File: src/rtl/ahb_pkg.sv
// ahb_pkg: shared AHB encodings (HTRANS, HRESP, HSIZE, HBURST) and master FSM state constants.
package ahb_pkg;
    typedef enum logic [1:0] {
        HTRANS_IDLE   = 2'b00,
        HTRANS_BUSY   = 2'b01,
        HTRANS_NONSEQ = 2'b10,
        HTRANS_SEQ    = 2'b11
    } htrans_t;
    typedef enum logic [1:0] {
        HRESP_OKAY  = 2'b00,
        HRESP_ERROR = 2'b01,
        HRESP_RETRY = 2'b10,
        HRESP_SPLIT = 2'b11
    } hresp_t;
    localparam logic [2:0] HSIZE_BYTE = 3'b000;
    localparam logic [2:0] HSIZE_HALF = 3'b001;
    localparam logic [2:0] HSIZE_WORD = 3'b010;
    localparam logic [2:0] HBURST_SINGLE = 3'b000;
    typedef logic [2:0] mst_state_t;
    localparam mst_state_t ST_IDLE  = 3'd0;
    localparam mst_state_t ST_REQ   = 3'd1;
    localparam mst_state_t ST_ADDR  = 3'd2;
    localparam mst_state_t ST_DATA  = 3'd3;
    localparam mst_state_t ST_RESP2 = 3'd4;
endpackage

File: src/rtl/ahb_master_port_if.sv
// ahb_master_port_if: local command handshake plus AHB master bus signals, with master and slave views.
interface ahb_master_port_if #(
    parameter int ADDR_W = 32,
    parameter int DATA_W = 32
);
    logic              req_valid;
    logic              req_ready;
    logic              req_write;
    logic              req_lock;
    logic [ADDR_W-1:0] req_addr;
    logic [DATA_W-1:0] req_wdata;
    logic [2:0]        req_size;
    logic              resp_valid;
    logic              resp_err;
    logic [DATA_W-1:0] resp_rdata;
    logic              HBUSREQ;
    logic              HLOCK;
    logic              HGRANT;
    logic              HREADY;
    logic [1:0]        HRESP;
    logic [DATA_W-1:0] HRDATA;
    logic [ADDR_W-1:0] HADDR;
    logic [1:0]        HTRANS;
    logic              HWRITE;
    logic [2:0]        HSIZE;
    logic [2:0]        HBURST;
    logic [DATA_W-1:0] HWDATA;
    modport master (
        input  req_valid, req_write, req_lock, req_addr, req_wdata, req_size,
        input  HGRANT, HREADY, HRESP, HRDATA,
        output req_ready, resp_valid, resp_err, resp_rdata,
        output HBUSREQ, HLOCK, HADDR, HTRANS, HWRITE, HSIZE, HBURST, HWDATA
    );
    modport slave (
        output req_valid, req_write, req_lock, req_addr, req_wdata, req_size,
        output HGRANT, HREADY, HRESP, HRDATA,
        input  req_ready, resp_valid, resp_err, resp_rdata,
        input  HBUSREQ, HLOCK, HADDR, HTRANS, HWRITE, HSIZE, HBURST, HWDATA
    );
endinterface

File: src/rtl/ahb_master_port.sv
// ahb_master_port: single-transfer AHB master with RETRY/SPLIT re-issue and error completion.
// Optional AHB_MASTER_LOCK_EN drives HLOCK from the captured req_lock; otherwise HLOCK is 0.
module ahb_master_port
    import ahb_pkg::*;
#(
    parameter int ADDR_W    = 32,
    parameter int DATA_W    = 32,
    parameter int MAX_RETRY = 8
) (
    input logic HCLK,
    input logic HRESET,
    ahb_master_port_if.master bus
);
    localparam int CW = (MAX_RETRY > 0) ? $clog2(MAX_RETRY + 1) : 1;
    localparam logic [CW-1:0] MAX_CNT = CW'(MAX_RETRY);
    mst_state_t        state;
    logic              write_q;
    logic              lock_q;
    logic              lock_in;
    logic [ADDR_W-1:0] addr_q;
    logic [DATA_W-1:0] wdata_q;
    logic [2:0]        size_q;
    logic [CW-1:0]     retry_cnt;
`ifdef AHB_MASTER_LOCK_EN
    assign lock_in = bus.req_lock;
`else
    assign lock_in = 1'b0;
`endif
    always_ff @(posedge HCLK) begin
        if (HRESET) begin
            state          <= ST_IDLE;
            write_q        <= 1'b0;
            lock_q         <= 1'b0;
            addr_q         <= '0;
            wdata_q        <= '0;
            size_q         <= '0;
            retry_cnt      <= '0;
            bus.resp_valid <= 1'b0;
            bus.resp_err   <= 1'b0;
            bus.resp_rdata <= '0;
        end else begin
            bus.resp_valid <= 1'b0;
            bus.resp_err   <= 1'b0;
            case (state)
                ST_IDLE: if (bus.req_valid) begin
                    write_q   <= bus.req_write;
                    lock_q    <= lock_in;
                    addr_q    <= bus.req_addr;
                    wdata_q   <= bus.req_wdata;
                    size_q    <= bus.req_size;
                    retry_cnt <= '0;
                    state     <= ST_REQ;
                end
                ST_REQ:  if (bus.HGRANT && bus.HREADY) state <= ST_ADDR;
                ST_ADDR: if (bus.HREADY) state <= ST_DATA;
                ST_DATA: if (bus.HREADY) begin
                    bus.resp_valid <= 1'b1;
                    bus.resp_err   <= bus.HRESP != HRESP_OKAY;
                    bus.resp_rdata <= (!write_q && bus.HRESP == HRESP_OKAY) ? bus.HRDATA : '0;
                    state          <= ST_IDLE;
                end else if (bus.HRESP == HRESP_ERROR) begin
                    state <= ST_RESP2;
                end else if (bus.HRESP == HRESP_RETRY || bus.HRESP == HRESP_SPLIT) begin
                    // re-issue the same captured command until the budget is spent
                    if (retry_cnt < MAX_CNT) begin
                        retry_cnt <= retry_cnt + 1'b1;
                        state     <= ST_REQ;
                    end else begin
                        state <= ST_RESP2;
                    end
                end
                ST_RESP2: if (bus.HREADY) begin
                    bus.resp_valid <= 1'b1;
                    bus.resp_err   <= 1'b1;
                    bus.resp_rdata <= '0;
                    state          <= ST_IDLE;
                end
                default: state <= ST_IDLE;
            endcase
        end
    end
    assign bus.req_ready = state == ST_IDLE;
    assign bus.HBUSREQ   = state == ST_REQ;
    assign bus.HTRANS    = (state == ST_ADDR) ? HTRANS_NONSEQ : HTRANS_IDLE;
    assign bus.HLOCK     = lock_q && state != ST_IDLE;
    assign bus.HADDR     = addr_q;
    assign bus.HWRITE    = write_q;
    assign bus.HSIZE     = size_q;
    assign bus.HBURST    = HBURST_SINGLE;
    assign bus.HWDATA    = wdata_q;
endmodule
File: src/flat_wrapper.sv
// flat-port wrapper written by rule: the top's interface ports become plain ports
module ahb_master_port_flat import ahb_pkg::*;
#(
    parameter int ADDR_W    = 32,
    parameter int DATA_W    = 32,
    parameter int MAX_RETRY = 8
)
  (HCLK, HRESET, bus_req_valid, bus_req_write, bus_req_lock, bus_req_addr, bus_req_wdata, bus_req_size, bus_HGRANT, bus_HREADY, bus_HRESP, bus_HRDATA, bus_req_ready, bus_resp_valid, bus_resp_err, bus_resp_rdata, bus_HBUSREQ, bus_HLOCK, bus_HADDR, bus_HTRANS, bus_HWRITE, bus_HSIZE, bus_HBURST, bus_HWDATA);
  ahb_master_port_if #(.ADDR_W(ADDR_W), .DATA_W(DATA_W)) bus_i ();
  input logic HCLK;
  input logic HRESET;
  input wire logic [$bits(bus_i.req_valid)-1:0] bus_req_valid;
  input wire logic [$bits(bus_i.req_write)-1:0] bus_req_write;
  input wire logic [$bits(bus_i.req_lock)-1:0] bus_req_lock;
  input wire logic [$bits(bus_i.req_addr)-1:0] bus_req_addr;
  input wire logic [$bits(bus_i.req_wdata)-1:0] bus_req_wdata;
  input wire logic [$bits(bus_i.req_size)-1:0] bus_req_size;
  input wire logic [$bits(bus_i.HGRANT)-1:0] bus_HGRANT;
  input wire logic [$bits(bus_i.HREADY)-1:0] bus_HREADY;
  input wire logic [$bits(bus_i.HRESP)-1:0] bus_HRESP;
  input wire logic [$bits(bus_i.HRDATA)-1:0] bus_HRDATA;
  output wire logic [$bits(bus_i.req_ready)-1:0] bus_req_ready;
  output wire logic [$bits(bus_i.resp_valid)-1:0] bus_resp_valid;
  output wire logic [$bits(bus_i.resp_err)-1:0] bus_resp_err;
  output wire logic [$bits(bus_i.resp_rdata)-1:0] bus_resp_rdata;
  output wire logic [$bits(bus_i.HBUSREQ)-1:0] bus_HBUSREQ;
  output wire logic [$bits(bus_i.HLOCK)-1:0] bus_HLOCK;
  output wire logic [$bits(bus_i.HADDR)-1:0] bus_HADDR;
  output wire logic [$bits(bus_i.HTRANS)-1:0] bus_HTRANS;
  output wire logic [$bits(bus_i.HWRITE)-1:0] bus_HWRITE;
  output wire logic [$bits(bus_i.HSIZE)-1:0] bus_HSIZE;
  output wire logic [$bits(bus_i.HBURST)-1:0] bus_HBURST;
  output wire logic [$bits(bus_i.HWDATA)-1:0] bus_HWDATA;
  assign bus_i.req_valid = bus_req_valid;
  assign bus_i.req_write = bus_req_write;
  assign bus_i.req_lock = bus_req_lock;
  assign bus_i.req_addr = bus_req_addr;
  assign bus_i.req_wdata = bus_req_wdata;
  assign bus_i.req_size = bus_req_size;
  assign bus_i.HGRANT = bus_HGRANT;
  assign bus_i.HREADY = bus_HREADY;
  assign bus_i.HRESP = bus_HRESP;
  assign bus_i.HRDATA = bus_HRDATA;
  assign bus_req_ready = bus_i.req_ready;
  assign bus_resp_valid = bus_i.resp_valid;
  assign bus_resp_err = bus_i.resp_err;
  assign bus_resp_rdata = bus_i.resp_rdata;
  assign bus_HBUSREQ = bus_i.HBUSREQ;
  assign bus_HLOCK = bus_i.HLOCK;
  assign bus_HADDR = bus_i.HADDR;
  assign bus_HTRANS = bus_i.HTRANS;
  assign bus_HWRITE = bus_i.HWRITE;
  assign bus_HSIZE = bus_i.HSIZE;
  assign bus_HBURST = bus_i.HBURST;
  assign bus_HWDATA = bus_i.HWDATA;
  ahb_master_port #(.ADDR_W(ADDR_W), .DATA_W(DATA_W), .MAX_RETRY(MAX_RETRY)) u_core (.HCLK(HCLK), .HRESET(HRESET), .bus(bus_i));
endmodule
File: config.mk
export PLATFORM = sky130hd
export DESIGN_NAME = ahb_master_port_flat
export DESIGN_NICKNAME = d
export VERILOG_FILES = /design/src/rtl/ahb_pkg.sv /design/src/rtl/ahb_master_port_if.sv /design/src/rtl/ahb_master_port.sv /design/src/flat_wrapper.sv
export SDC_FILE = /design/constraint.sdc
export NUM_CORES = 1
export LEC_CHECK = 0
export ABC_CLOCK_PERIOD_IN_PS = 1400
export BUFFER_PORTS_ARGS = -buffer_cell sky130_fd_sc_hd__buf_2
export CORE_MARGIN = 3
export CORE_UTILIZATION = 30
export CTS_BUF_LIST = sky130_fd_sc_hd__clkbuf_8
export CTS_CLUSTER_DIAMETER = 40
export DETAILED_ROUTE_END_ITERATION = 10
export SLEW_MARGIN = 25
export SYNTH_ARGS = -nofsm -noshare
export SYNTH_HDL_FRONTEND = slang
export SYNTH_SLANG_ARGS = --single-unit
File: constraint.sdc
create_clock -name HCLK -period 1.4 [get_ports HCLK]
set_clock_uncertainty 0.05 [all_clocks]
set_input_delay 0.28 -clock HCLK [delete_from_list [all_inputs] [get_ports HCLK]]
set_output_delay 0.28 -clock HCLK [all_outputs]
set_load 0.05 [all_outputs]
# Word-level counts from Yosys, hierarchy flattened
# Index checks and enable logic that the tools add are counted.
[op_classes]
n_addsub = 1
mul = 0
div = 0
magnitude_cmp = 1
n_eq_ne = 17
shift = 0
mux = 23
bitwise_logic = 1
reduce_logical = 15
[op_table]
columns = ["op", "count"]
rows = [
  ["2-to-1 mux 32 bit", 3],
  ["one-hot mux 32 bit (2 select lines)", 1],
  ["2-to-1 mux 3 bit", 8],
  ["2-to-1 mux 4 bit", 5],
  ["one-hot mux 3 bit (5 select lines)", 1],
  ["!= test 2 bit, second input constant", 6],
  ["one-hot mux 4 bit (2 select lines)", 1],
  ["== test 3 x 2 -> 1 bit, second input constant", 2],
  ["!= test 2 x 1 -> 1 bit, second input constant", 3],
  ["AND reduction 6 bit", 1],
  ["nonzero test 2 bit", 3],
  ["AND reduction 5 bit", 1],
  ["adder 4 x 1 -> 4 bit, second input constant", 1],
  ["== test 2 bit, second input constant", 2],
  ["< comparator 4 bit, second input constant", 1],
  ["!= test 4 x 2 -> 1 bit, second input constant", 1],
  ["OR reduction 2 bit", 2],
  ["== test 3 x 1 -> 1 bit, second input constant", 1],
  ["== test 3 bit, second input constant", 1],
  ["logical NOT 3 bit", 1],
  ["AND reduction 3 bit", 1],
  ["== test 2 x 1 -> 1 bit, second input constant", 1],
  ["logical AND 1 bit", 2],
  ["logical NOT 2 bit", 1],
  ["other kinds (7)", 8],
]
[totals]
ff_bits = 109
latchBits = 0
ramBits = 0
romBits = 0
output_inout_bits = 110
wordCells = 67
mem_count = 0

# Logic depth before layout (Yosys ltp)
# Gate-level depths: netlist of the first run.
[depth]
ltp_word = 6
depth_mapped = 6

# Least setup slack after synthesis of the first run
# Ideal clock, no wire load.
[synth_path]
path_type = "register to output"
from = "register u_core.state[0]"
to = "output bus_HBUSREQ"
arrival_time_ns = 1.802
required_ns = 1.070
path_slack_ns = -0.732
path_stages_with_launch = 3
n_path_buf = 1
cell_sequence = "dfxtp_1 > buf_2 > nor3b_1"
[synth_between]
elab_chain_cells = 1
[synth_rtl]
columns = ["element", "line", "source"]
rows = [
  ["from (decl)", "ahb_master_port.sv:16", "mst_state_t state;"],
  ["from (signal assigned)", "ahb_master_port.sv:31", "state <= ST_IDLE;"],
  ["from (signal assigned)", "ahb_master_port.sv:52", "state <= ST_REQ;"],
  ["from (signal assigned)", "ahb_master_port.sv:54", "ST_REQ: if (bus.HGRANT && bus.HREADY) state <= ST_ADDR;"],
  ["== test 3 x 1 -> 1 bit", "ahb_master_port.sv:83", "assign bus.HBUSREQ = state == ST_REQ;"],
  ["to (decl)", "flat_wrapper.sv:26", "output wire logic [$bits(bus_i.HBUSREQ)-1:0] bus_HBUSREQ;"],
]
# Every way passes these cells.

# Worst setup path after layout of the first run
[layout_path]
from = "register u_core.state[0]"
to = "register u_core.addr_q[2] (netlist: u_core.bus.HADDR[2])"
[layout_between]
elab_chain_cells = 2
[layout_rtl]
columns = ["element", "line", "source"]
rows = [
  ["logical NOT 3 bit", "ahb_master_port.sv:44", "case (state)"],
  ["AND reduction 2 bit (no line)", "n/a", ""],
  ["to (signal assigned)", "ahb_master_port.sv:48", "addr_q <= bus.req_addr;"],
  ["to (decl)", "ahb_master_port.sv:20", "logic [ADDR_W-1:0] addr_q;"],
]
# Every way passes these cells.
# A chain may end at the register's enable or synchronous reset.

==> results.yml, run 1 <==
synthesis:
  synth_cell_types: 37
  syn_inst: 439
  ys_seq_elements: 109
  synth.avg_cell_area_um2: 8.94
  netlist_area_mm2: 0.00392
  synth_edf_count: 0
  ys_async_sr_fraction: 0
  yosys_warnings: 0
  ys_seq_area_frac: 0.556
  ys.flop_type: "dfxtp_1"
global_routing:
  grt_antenna_before_repair: 1
  grt_pass1_wl_um: 19900
  grt_max_degree: 54
  grt_usage: 0.171
  grt_pass1_vias: 4011
  gr-total-overflow: 0
setup_path:
  r2r_start: "u_core.state[0]"
  critPathArrivalTime_ns: 1.96
  worstSetupEndpointType: "flip-flop"
  reg2regPathDepth: 7
  r2r_slack_ns: -0.30
  path_max_fanout: 11
  critPathKind: "flip-flop to flip-flop"
  reg2reg_to: "u_core.bus.HADDR[2]"
  start_kind: "flip-flop"
  required_ns: 1.66
finish:
  drive_gt1_frac: 0.600
  fill_cells: 1185
  fin_nets: 789
  n_antenna_cell: 0
  instances_no_fill: 857
  final_cell_mix: "buf_2 (199), dfxtp_1 (105), nand2_1 (87)"
  fin_area_mm2: 0.00678
  final_common_cell: "buf_2"
  syn_to_final_growth_pct: 72.8
clocking:
  cts_buffer_depth: 2
  clk_pin_slew_ns: 0.11
  clk_latency_ns: 0.38
  clkSinkCount: 109
  hold_buffers: 0
  htree_levels: 3
  root_buffer: "clkbuf_8"
  cts_buffers: 9
  cts_tree: "yes"
run_status:
  violations: "setup timing"
  outcome: "finished with violations"
min_path:
  hold_depth: 2
  hold_end: "u_core.bus.resp_rdata[19]"
  hp-class: "input pin to flip-flop"
  hold_start: "bus_HRDATA[19]"
power_and_ir_drop:
  power.density_mw_per_mm2: 1070
  p_leak_nw: 3.16
  max-vdd-ir-drop_mv: 0.634
timing:
  finalMaxSlewViolations: 0
  setup_tns_ns: -25.43
  fin_ws_ns: -0.298
  finalCritPeriodShare: 1.21
  finalHoldViolCount: 0
  setup_viol: 111
  rsz0062_at_grt: "yes"
  period_minus_slack_ns: 1.70
  fmax_ghz: 0.589
placed_design:
  gp_congestion: 0.730
  place_area_mm2: 0.00531
  io_buffers: 211
  hpwl_um: 8080
  dp.cells: 809
route:
  post_drt_wl_per_cell_um: 16.1
  drc: 0
  detail_route.iter0.violations: 201
  totalWireLength_um: 13800
  vias: 4190
  vias_per_cell: 4.89
  ant_nets: 0
  firstDrtPassIters: 4
floorplan:
  fp.coreArea_mm2: 0.0127
  ioPinCount: 218
  core.rowCount: 41
  start_util: 0.308
  die_x_um: 120
  fp.dieH_um: 120
  die-area_mm2: 0.0145
job:
  cap_violations: 0
==> Yosys cell counts (3+ instances only) <==
| library cell | count | area share |
|---|---|---|
| nand2_1 | 138 | 0.13 |
| dfxtp_1 | 109 | 0.56 |
| a21oi_1 | 71 | 0.091 |
| a32o_1 | 33 | 0.084 |
| clkbuf_1 | 22 | 0.021 |
| buf_2 | 11 | 0.014 |
| buf_4 | 7 | 0.013 |
| nor3_1 | 6 | 0.0077 |
| nor2_1 | 5 | 0.0048 |
| inv_1 | 3 | 0.0029 |
| nand3_1 | 3 | 0.0038 |
| o21ai_0 | 3 | 0.0038 |
==> sequential cells by signal, indices dropped and copies added, names as in the netlist, 3 cells and up <==
| register | count |
|---|---|
| u_core.state | 3 |
| u_core.retry_cnt | 4 |
| u_core.bus.HADDR | 32 |
| u_core.bus.resp_rdata | 32 |
| u_core.bus.HWDATA | 32 |
| u_core.bus.HSIZE | 3 |
==> layer usage <==
layer  global-route usage  up-vias  wire length (um)
met5                    0        -                13
met4               0.0666        2               269
met3               0.0529       22              1080
met2                0.292      158              6820
met1                0.201     2016              5610
li1                     -     1992                 -
==> worst max-delay path: stages, from the launching register on <==
cell and delay, ns:
dfxtp_2 0.34, buf_6 0.12, buf_12 0.13, nor4b_4 0.36, buf_6 0.24, clkbuf_16 0.18, nand2_1 0.05, a21oi_1 0.14
==> per-stage QoR <==
stage	utilization	setup slack [ns]	hold WS, ns	power (mW)
final	0.533	-0.298	0.0442	7.24
after global routing	0.533	-0.341	0.0178	7.59
after CTS	0.484	-0.236	0.0186	7.14
after detailed placement	0.417	-0.301	0.392	4.74
after global placement	0.417	-0.265	0.386	4.73
after floorplan	-	-0.117	0.356	4.35
==> worst max-delay path by stage <==
stage | slack (ns) | to | start
2_1_floorplan | -0.12 | u_core.retry_cnt[1] | bus_HREADY
3_3_place_gp | -0.26 | u_core.bus.HADDR[17] | u_core.state[2]
3_5_place_dp | -0.30 | u_core.bus.HWDATA[2] | u_core.state[2]
4_1_cts | -0.24 | bus_HBUSREQ | u_core.state[1]
5_1_grt | -0.34 | u_core.bus.HADDR[2] | u_core.state[0]
6_report | -0.30 | u_core.bus.HADDR[2] | u_core.state[0]
==> final cells by class <==
cell class,instances,area (um^2),area share
clock inverters,7,82.6,0.0122
repair buffers,267,1950,0.288
flip-flops and latches,109,2190,0.323
well taps,172,215,0.0318
multi-input cells,289,2200,0.324
clock buffers,9,124,0.0183
inverters,4,15.0,0.00222
==> report_power, final <==
group | internal, mW | switching [mW]
logic | 0.723 | 1.23
clock network | 0.853 | 1.12
registers | 3.24 | 0.0752
==> logic make-up (layout without fill, tap and decap cells) <==
logic type	Yosys count	count (layout)	synth area share
mux	1	1	0.00255
compound gates	115	115	0.196
fa+ha+maj	1	1	0.00319
other cells	1	5	0.000956
simple gates	167	167	0.186
flops	109	109	0.556
buf+inv	45	287	0.0552
==> timing repair <==
| item | CTS | global route |
|---|---|---|
| resized for setup | 73 | 150 |
| cloned | 9 | 8 |
| pin swaps | 32 | 104 |
| buffers inserted | 14 | 7 |
| endpoints found under the setup margin | 110 | 119 |
Power figures use the tool's default switching activity.
==> run 2: changes to the inputs <==
--- a/config.mk
+++ b/config.mk
@@ -5,13 +5,14 @@
 export SDC_FILE = /design/constraint.sdc
 export NUM_CORES = 1
 export LEC_CHECK = 0
-export ABC_CLOCK_PERIOD_IN_PS = 1400
-export BUFFER_PORTS_ARGS = -buffer_cell sky130_fd_sc_hd__buf_2
+export ABC_CLOCK_PERIOD_IN_PS = 1750
 export CORE_MARGIN = 3
 export CORE_UTILIZATION = 30
 export CTS_BUF_LIST = sky130_fd_sc_hd__clkbuf_8
 export CTS_CLUSTER_DIAMETER = 40
 export DETAILED_ROUTE_END_ITERATION = 10
+export DONT_BUFFER_PORTS = 1
+export PLACE_DENSITY = 0.55
 export SLEW_MARGIN = 25
 export SYNTH_ARGS = -nofsm -noshare
 export SYNTH_HDL_FRONTEND = slang
==> constraint.sdc (replaced) <==
create_clock -name HCLK -period 1.75 [get_ports HCLK]
set_clock_uncertainty 0.05 [all_clocks]
set_input_delay 0.35 -clock HCLK [delete_from_list [all_inputs] [get_ports HCLK]]
set_output_delay 0.35 -clock HCLK [all_outputs]
set_load 0.05 [all_outputs]
==> run 2 against run 1 <==
  * The run ends with hold timing left
  * Sequential power fell by 8.2%
  * Fmax shrank 0.25%
  * Global-route usage shrank 4.0 points
  * Routed wire length fell by 25%
  * Die area unchanged
  * Sequential share of layout area up 17 points
  * Critical path depth shrank 3
  * Utilization shrank 18 points
  * Via count decreased by 25%
  * Final cell count decreased by 29%
==> results.yml, run 2 (synthesis gave the netlist of run 1 again) <==
run_status:
  violations: "hold timing"
  outcome: "finished with violations"
finish:
  drive_gt1_frac: 0.108
  fill_cells: 1336
  regArea_mm2: 0.00218
  final_cell_mix: "nand2_1 (138), dfxtp_1 (108), a21oi_1 (66)"
  final_core_util: 0.350
  final_common_cell: "nand2_1"
  syn_to_final_growth_pct: 13.4
  fin_nets: 539
  multi_input_comb_area_mm2: 0.00160
  n_antenna_cell: 0
global_routing:
  grt_usage: 0.131
  grt_pass1_wl_um: 14900
  grt_antenna_before_repair: 0
  grt_max_degree: 77
  gr-total-overflow: 0
  grt_pass1_vias: 3035
route:
  totalWireLength_um: 10300
  detail_route.iter0.violations: 90
  vias_per_cell: 5.15
  ant_nets: 0
  vias: 3125
  drc: 0
  firstDrtPassIters: 4
  post_drt_wl_per_cell_um: 16.9
power_and_ir_drop:
  power.density_mw_per_mm2: 1120
  p_leak_nw: 1.58
  max-vdd-ir-drop_mv: 0.440
  pwr-share-clk: 0.297
  p_sw_frac: 0.315
  p_seq_frac: 0.608
  p_comb_frac: 0.094
  p_sw_mw: 1.58
  p_int_mw: 3.42
timing:
  period_minus_slack_ns: 1.70
  rsz0062_at_grt: "yes"
  setup_viol: 0
  finalHoldViolCount: 4
  worst_slew_pin_slew_ns: 0.600
  finalCritPeriodShare: 0.973
  finalMaxSlewViolations: 0
  fmax_ghz: 0.587
  slew_headroom: 0.599
  hold_ws_ns: -0.0131
floorplan:
  ioPinCount: 218
  fp.coreArea_mm2: 0.0127
  core.rowCount: 41
  die-area_mm2: 0.0145
  start_util: 0.308
  die_x_um: 120
  fp.dieH_um: 120
setup_path:
  worstSetupEndpointType: "flip-flop"
  critPathArrivalTime_ns: 1.92
  critPathKind: "flip-flop to flip-flop"
  path_max_fanout: 46
  required_ns: 1.97
  r2r_slack_ns: 0.05
  crit_start: "u_core.state[2]"
  reg2reg_to: "u_core.retry_cnt[0]"
  start_kind: "flip-flop"
  endpoint: "u_core.retry_cnt[0]"
  reg2regPathDepth: 4
  r2r_start: "u_core.state[2]"
clocking:
  root_buffer: "clkbuf_8"
  cts_buffers: 9
  clkSinkCount: 109
  cts_buffer_depth: 2
  clk_pin_slew_ns: 0.10
  htree_levels: 3
  cts_tree: "yes"
  clk_latency_ns: 0.37
min_path:
  hp-class: "input pin to flip-flop"
  hold_depth: 1
placed_design:
  gp_congestion: 0.779
  hpwl_um: 6860
  io_buffers: 0
job:
  cap_violations: 0
==> run 2: area by class of cell <==
class / instances / area share
Sequential cell: 109 / 0.491
Multi-Input combinational cell: 289 / 0.360
Timing Repair Buffer: 17 / 0.0546
Tap cell: 172 / 0.0484
Clock buffer: 9 / 0.0278
Clock inverter: 7 / 0.0152
Inverter: 4 / 0.00338
==> run 2: repair_timing <==
action	4_1_cts	5_1_grt
hold endpoints to repair	72	71
buffers inserted	2	0
pin swaps	2	1
endpoints found under the setup margin	3	22
cloned	0	1
resized for setup	7	8
==> run 2: power by group through the flow <==
stage / clock network, mW / logic [mW] / registers, mW
6_report: 1.49 / 0.471 / 3.04
4_1_cts: 1.57 / 0.456 / 3.04
5_1_grt: 1.65 / 0.525 / 3.05
3_3_place_gp: 0 / 0.421 / 3.10
3_5_place_dp: 0 / 0.437 / 3.10
2_1_floorplan: 0 / 0.348 / 3.08
==> run 2: critical path, stage by stage (launching register included) <==
cell and delay (ns):
dfxtp_2 0.35, or4b_2 0.76, buf_12 0.23, o211ai_1 0.11, a21oi_1 0.09
==> run 2: through the flow <==
stage                     TNS, ns  area (um^2)  instances  total power [mW]  worst slack (ns)
after floorplan             -1.15         3940        443              3.43            -0.452
after global placement          0         4170        588              3.52            0.0814
after detailed placement        0         4170        588              3.54            0.0519
after CTS                       0         4410        606              5.07            0.0208
after global routing       -0.300         4450        607              5.23           -0.0290
final                           0         4450        607              5.00            0.0477
==> run 2: worst min path at each step <==
| stage | start | to |
|---|---|---|
| 4_1_cts | HRESET | u_core.bus.HWDATA[11] |
| 5_1_grt | HRESET | u_core.bus.resp_valid |
| 2_1_floorplan | u_core.retry_cnt[2] | u_core.retry_cnt[2] |
| 3_5_place_dp | HRESET | u_core.bus.resp_valid |
| 6_report | HRESET | u_core.bus.HWDATA[11] |
| 3_3_place_gp | HRESET | u_core.bus.resp_valid |
==> run 2: per-layer routing <==
metal,up-vias,track usage,part of all wire
li1,1489,-,-
met1,1476,0.139,0.39
met2,148,0.222,0.48
met3,12,0.0552,0.11
met4,0,0.0701,0.026
met5,-,0,0
==> run 3: changes to the inputs <==
--- a/config.mk
+++ b/config.mk
@@ -6,7 +6,7 @@
 export NUM_CORES = 1
 export LEC_CHECK = 0
 export ABC_CLOCK_PERIOD_IN_PS = 1750
-export CORE_MARGIN = 3
+export CORE_MARGIN = 2
 export CORE_UTILIZATION = 30
 export CTS_BUF_LIST = sky130_fd_sc_hd__clkbuf_8
 export CTS_CLUSTER_DIAMETER = 40
==> run 3 against run 2 <==
  * The flow still finishes with violations (hold timing)
  * Final cell count increased by 0.33%
  * Fmax is 1.8% higher
  * Count of clock-buffer cells in the layout is 1 higher
  * Critical path type unchanged
  * Highest routed layer unchanged
==> results.yml, run 3 (synthesis gave the netlist of run 1 again) <==
run_status:
  outcome: "finished with violations"
  violations: "hold timing"
global_routing:
  grt_antenna_before_repair: 0
  grt_pass1_vias: 2922
  gr-total-overflow: 0
  grt_pass1_wl_um: 15000
  grt_usage: 0.137
  grt_max_degree: 77
power_and_ir_drop:
  pwr-share-clk: 0.305
  power.density_mw_per_mm2: 1140
  max-vdd-ir-drop_mv: 0.575
  p_sw_frac: 0.313
  p_leak_nw: 1.58
  p_sw_mw: 1.58
  p_int_mw: 3.46
  p_seq_frac: 0.603
  p_comb_frac: 0.092
floorplan:
  core.rowCount: 41
  die_x_um: 118
  die-area_mm2: 0.0140
  ioPinCount: 218
  fp.dieH_um: 118
  fp.coreArea_mm2: 0.0127
  start_util: 0.310
finish:
  n_antenna_cell: 0
  final_common_cell: "nand2_1"
  syn_to_final_growth_pct: 13.1
  fin_area_mm2: 0.00444
  final_core_util: 0.350
  final_cell_mix: "nand2_1 (138), dfxtp_1 (106), a21oi_1 (70)"
  drive_gt1_frac: 0.110
  fin_nets: 541
clocking:
  cts_tree: "yes"
  htree_levels: 3
  cts_buffer_depth: 2
  clkSinkCount: 109
  clk_pin_slew_ns: 0.10
  root_buffer: "clkbuf_8"
  clk_latency_ns: 0.38
  cts_buffers: 9
route:
  detail_route.iter0.violations: 110
  ant_nets: 0
  vias: 3072
  vias_per_cell: 5.04
  post_drt_wl_per_cell_um: 16.0
  drc: 0
  totalWireLength_um: 9770
  firstDrtPassIters: 6
timing:
  setup_viol: 0
  worst_slew_pin_slew_ns: 0.560
  fmax_ghz: 0.598
  setup_tns_ns: 0
  slew_headroom: 0.626
  period_minus_slack_ns: 1.67
  finalCritPeriodShare: 0.955
  hold_ws_ns: -0.0105
  finalHoldViolCount: 32
  rsz0062_at_grt: "no"
  finalMaxSlewViolations: 0
setup_path:
  worstSetupEndpointType: "flip-flop"
  start_kind: "flip-flop"
  critPathArrivalTime_ns: 1.94
  reg2regPathDepth: 3
  path_max_fanout: 11
  required_ns: 2.02
  critPathKind: "flip-flop to flip-flop"
job:
  cap_violations: 0
placed_design:
  place_area_mm2: 0.00417
  hpwl_um: 6870
  gp_congestion: 0.791
  io_buffers: 0
min_path:
  hold_depth: 1
  hp-class: "input pin to flip-flop"
==> run 3: worst max-delay path, stage by stage (launching register included) <==
cell and delay, ns:
dfxtp_4 0.42, or4b_4 0.60, or4_1 0.41, a21oi_1 0.13
==> run 3: per-stage QoR <==
step	hold WS [ns]	std cells	power [mW]	setup WS (ns)
final	-0.0105	609	5.04	0.0785
after CTS	-0.0439	610	5.13	0.0120
after global routing	-0.0451	609	5.28	0.000481
after global placement	0.387	592	3.52	0.0127
after floorplan	0.405	443	3.43	-0.452
after detailed placement	0.387	592	3.54	-0.00451
==> run 3: worst paths after layout <==
kind	startpoint	endpoint	slack (ns)
max	u_core.state[2]	u_core.retry_cnt[1]	0.08
min	HRESET	u_core.retry_cnt[1]	-0.01
max reg2reg	u_core.state[2]	u_core.retry_cnt[1]	0.08
min reg2reg	u_core.retry_cnt[2]	u_core.retry_cnt[2]	0.45
==> run 3: power by group through the flow <==
stage	Sequential, mW	Clock (mW)	Combinational [mW]
floorplan	3.08	0	0.348
global placement	3.10	0	0.426
detailed placement	3.10	0	0.441
CTS	3.04	1.63	0.461
global route	3.05	1.71	0.518
finish	3.04	1.54	0.462
==> run 3: timing repair <==
item / CTS / global route
buffers inserted: 2 / 0
setup endpoints to repair: 8 / 6
pin swaps: 1 / 1
endpoints found under the hold margin: 72 / 70
resized for setup: 9 / 6
==> run 3: cell type report <==
| type | instances | area (um^2) |
|---|---|---|
| Fill cell | 1328 | 8240 |
| Tap cell | 172 | 215 |
| Multi-Input combinational cell | 289 | 1590 |
| Inverter | 4 | 15.0 |
| Sequential cell | 109 | 2190 |
| Clock inverter | 6 | 62.6 |
| Timing Repair Buffer | 19 | 228 |
| Clock buffer | 10 | 138 |
==> run 3: per-layer routing <==
layer,part of all wire,vias up,GRT usage,wire length (um)
met5,0,-,0,0
met4,0.020,0,0.0693,200
met3,0.12,12,0.0661,1140
met2,0.47,150,0.224,4630
met1,0.39,1423,0.146,3800
li1,-,1487,-,-
